===== src/rtl/prio_enc_arb.sv =====
// Priority-encoding arbiter with a one-deep output register and ready/valid handshake.
// RR=0 grants the highest requesting line; RR=1 rotates priority past the last accepted line.
module prio_enc_arb #(
    parameter int N  = 8,
    parameter int RR = 0,
    localparam int W = $clog2(N)
) (
    input  logic         clk,
    input  logic         rst_n,
    input  logic         en,
    input  logic [N-1:0] req,
    input  logic         out_ready,
    output logic         out_valid,
    output logic [W-1:0] out_idx,
    output logic         out_multi
);

    logic         slot_free;
    logic         capture;
    logic         accept;
    logic [W-1:0] ptr;
    logic [W-1:0] eff_ptr;
    logic [N-1:0] low_mask;
    logic [N-1:0] low_req;
    logic [W-1:0] sel_idx;
    logic         multi;

    // Highest set bit of v; the ascending scan leaves the last (highest) hit.
    function automatic logic [W-1:0] top_idx(input logic [N-1:0] v);
        top_idx = '0;
        for (int i = 0; i < N; i++) begin
            if (v[i]) top_idx = W'(i);
        end
    endfunction

    assign slot_free = !out_valid || out_ready;
    assign capture   = en && (|req) && slot_free;
    assign accept    = out_valid && out_ready;

    // A capture on an accept edge must already search from the line being accepted.
    assign eff_ptr = (RR != 0 && accept) ? out_idx : ptr;

    // NOTE: every variable assigned in always_comb gets a default first, so no path can infer a latch.
    always_comb begin
        low_mask = '0;
        for (int i = 0; i < N; i++) begin
            low_mask[i] = (i < int'(eff_ptr));
        end
    end

    // Lines below the pointer are searched first; otherwise the plain top-down order
    // covers the pointer and above, wrapping modulo N rather than 2^W.
    assign low_req = req & low_mask;
    assign sel_idx = (|low_req) ? top_idx(low_req) : top_idx(req);
    assign multi   = |(req & (req - N'(1)));

    // NOTE: sequential state uses non-blocking assignments so every register sees pre-edge values.
    always_ff @(posedge clk) begin
        if (!rst_n) begin
            out_valid <= 1'b0;
            out_idx   <= '0;
            out_multi <= 1'b0;
            ptr       <= '0;
        end else begin
            if (RR != 0 && accept) begin
                ptr <= out_idx;
            end
            if (slot_free) begin
                out_valid <= capture;
                if (capture) begin
                    out_idx   <= sel_idx;
                    out_multi <= multi;
                end
            end
        end
    end

endmodule


===== config.mk =====
export PLATFORM = sky130hd
export DESIGN_NAME = prio_enc_arb
export DESIGN_NICKNAME = d
export VERILOG_FILES = /design/src/rtl/prio_enc_arb.sv
export SDC_FILE = /design/constraint.sdc
export NUM_CORES = 1
export LEC_CHECK = 0
export ABC_AREA = 1
export CAP_MARGIN = 0
export CORE_AREA = 2 2 39 41
export CTS_BUF_LIST = sky130_fd_sc_hd__clkbuf_4 sky130_fd_sc_hd__clkbuf_8
export CTS_CLUSTER_DIAMETER = 120
export DETAILED_ROUTE_END_ITERATION = 10
export DIE_AREA = 0 0 41 43
export PLACE_DENSITY = 0.65
export SYNTH_ARGS = -nofsm -noshare
export SYNTH_HDL_FRONTEND = slang
export SYNTH_SLANG_ARGS = --single-unit

===== constraint.sdc =====
create_clock -name clk -period 2.3 [get_ports clk]
set_clock_uncertainty 0.15 [all_clocks]
set_input_delay 0.345 -clock clk [delete_from_list [all_inputs] [get_ports clk]]
set_output_delay 0.345 -clock clk [all_outputs]
set_load 0.1 [all_outputs]

==> impl_results.md <==
- R2r setup slk: 1290 ps
- RR Startpoint: out_valid
- Crit path largest cell delay: 430 ps
- Width of the die: 41 µm
- Site Rows: 14
- Area Growth Syn to Fin: 52.8%
- Synth area leaders: dfxtp_1, nand2_1, inv_1
- Critical Path Fanout Max: 3
- Htree depth: 1
- Initial antenna violation count: 0
- Switching Power: 0.129 mW
- Seq pwr share: 28.7%
- Die ar.: 0.00176 mm²
- Max Buffers Root-to-Sink: 2
- Routability Congestion: 0.737
- Synth cell types: 12
- Lkg Pwr: 0.311 nW
- WHS Endpoint: out_idx[2]
- Wire length per cell: 7.73 µm
- Final hold vios: 0
- Req. time, crit path: 2290 ps
- Synthesized area: 374 µm²
- Filler cells: 167
- Reg2reg path depth: 4
- Ys Warns: 0
- Port bufs: 16
- Slew Limit Headroom: 81.6%
- # IOs: 17
- GRT Total Usage: 10.9%
- DR DRC count: 0
- Via count of the first global-routing pass: 383
- Drt pass-1 iters: 4
- MaxCap Viol Count: 0
- Sw Share: 37.9%
- Final Util: 41.3%
- Syn Nets: 80
- Via count: 436
- Postcts setup bufs: 0
- Cell Area, Placed: 542 µm²
- Synth Register Bits: 5
- Post-detail-place hpwl: 649 µm
- Worst Hold Path Cells: 2
- CP most frequent cell: nor2_1
- Worst reg2reg path endpoint: out_idx[0]
- Actual slew at the worst max-slew pin: 279 ps
- Synth top area share: 26.8%
- Startpoint Class: input pin
- CP top delay family: simple AND/OR/NAND/NOR gates
- Vias per cell: 4.19
- Syn Area/Cell: 5.50 µm²
- Drt initial violations: 4
- Cts bufs inserted: 3
- Antenna diode count: 0
- Mapped Cells: 68
- Status: complete, no violations
- Total wire length: 804 µm
- Crit path DAT: 1430 ps
- Worst path cell trace: clkdlybuf4s50_1 -> nor2_1 -> nand2_1 -> o21ai_0 -> nand2_1 -> nor2_1 -> nor2_1
- CP max-delay cell: clkdlybuf4s50_1
- VDD IR max: 295 µV
- Final TNS setup: 0 ps
- CTS tree: done
- Crit Path Class: input pin to register
- Worst-path clk slew: 50 ps
- Slew Limit Fails: 0
- Core area: 0.00138 mm²
- HP Class: register to register
- Crit share post-route: 62.4%
- Worst skew pair latency: 250 ps
- Critical path endpoint category: register
- Final net count: 101
- Clock share of power: 35.0%
- Layout cells sized above 1: 15.9%
- Root Driver: clkbuf_4
- Tmin final: 1430 ps
- Buffers and inverters on the worst path: 1
- Largest net degree at the start of global routing: 9
- Pint: 0.211 mW
- Unrepaired setup endpoints after global routing: no
- Post-CTS Hold Buffers: 0
- Comb power frac: 36.3%
- Post-route ant nets: 0
- First-pass GRT wire length: 1320 µm
- # setup viols final: 0
- P per Cell Area: 596 mW/mm²
- Sequential cell area fraction in the yosys report: 26.8%
- Initial Util: 27.0%
- FMAX: 697 MHz
- Total grt overflow: 0
- # clock sinks: 5
- Die Y: 43 µm
- Design Area, Final: 572 µm²
- Hold_sp: out_idx[2]
- Post-CTS sizing: 0
- Leading area contributor after synthesis: dfxtp_1
-- cell families after synthesis --
group | Yosys count | synth area share, %
AOI/OAI and AO/OA | 5 | 8.03
buffers and inverters | 14 | 14.0
and+or+nand+nor | 44 | 51.2
DFF | 5 | 26.8
-- power by group through the flow --
stage / Clock [mW] / Sequential, mW / Combinational, mW
2_1_floorplan: 0 / 0.151 / 0.0331
5_1_grt: 0.127 / 0.0985 / 0.135
6_report: 0.119 / 0.0976 / 0.124
3_5_place_dp: 0 / 0.0995 / 0.124
3_3_place_gp: 0 / 0.0990 / 0.123
4_1_cts: 0.123 / 0.0977 / 0.125
-- state kept, by name, summed over array words and instances (netlist names) --
register and flops:
out_idx 3, out_multi 1, out_valid 1
-- layout make-up --
cell class                 count  area, µm²  share of cell area, %
multi-input combinational     49        221                   38.7
timing repair buffer          16        148                   25.8
sequential                     5        100                   17.5
inverter                      14       52.6                   9.19
clock buffer                   4       30.0                   5.25
tap                           16       20.0                   3.50
-- layout by cell type (no fill, tap or decap) --
cell / count
a21boi_0: 1
inv_1: 14
nor2_1: 12
buf_4: 5
nand3_4: 1
nand2_2: 3
nor2_2: 1
a21oi_1: 2
clkdlybuf4s50_1: 11
o21bai_1: 1
nand2_1: 26
o21ai_0: 1
clkbuf_4: 4
dfxtp_1: 5
nand4_1: 1
-- worst min-delay path: cells and delay by family (launching register included) --
family,cells,cell delay (ps)
compound gates,1,50
flops,1,300
buf+inv,1,50
-- stage by stage --
stage               setup slack, ps  total power, mW  hold slack [ps]  std cells
global placement                603            0.222              289        100
finish                          865            0.341              290        104
detailed placement              607            0.223              288        100
floorplan                       547            0.184              316         68
global route                    730            0.360              330        104
CTS                             863            0.345              296        104
-- synth_stat cells, drive strengths merged --
cell type   n
dfxtp       5
a21boi      1
nand2      29
nand3       1
o21ai       1
nand4       1
inv        14
nor2       13
o21bai      1
a21oi       2
-- metal layers --
metal,part of all wire [%],vias to the layer above,GRT usage (%)
met5,0,-,0
met4,1.6,0,8.00
met3,6.7,2,1.57
met2,46,12,16.6
met1,45,184,13.1
li1,-,238,-
-- worst max path at each step --
| stage | cells past startpoint | start | slack [ps] | to |
|---|---|---|---|---|
| 2_1_floorplan | 5 | out_valid | 550 | out_idx[1] |
| 3_3_place_gp | 7 | req[2] | 600 | out_multi |
| 3_5_place_dp | 7 | req[2] | 610 | out_multi |
| 4_1_cts | 7 | req[2] | 860 | out_multi |
| 5_1_grt | 7 | req[2] | 730 | out_multi |
| 6_report | 7 | req[2] | 870 | out_multi |
No activity file was read; power rests on OpenSTA's default activity.
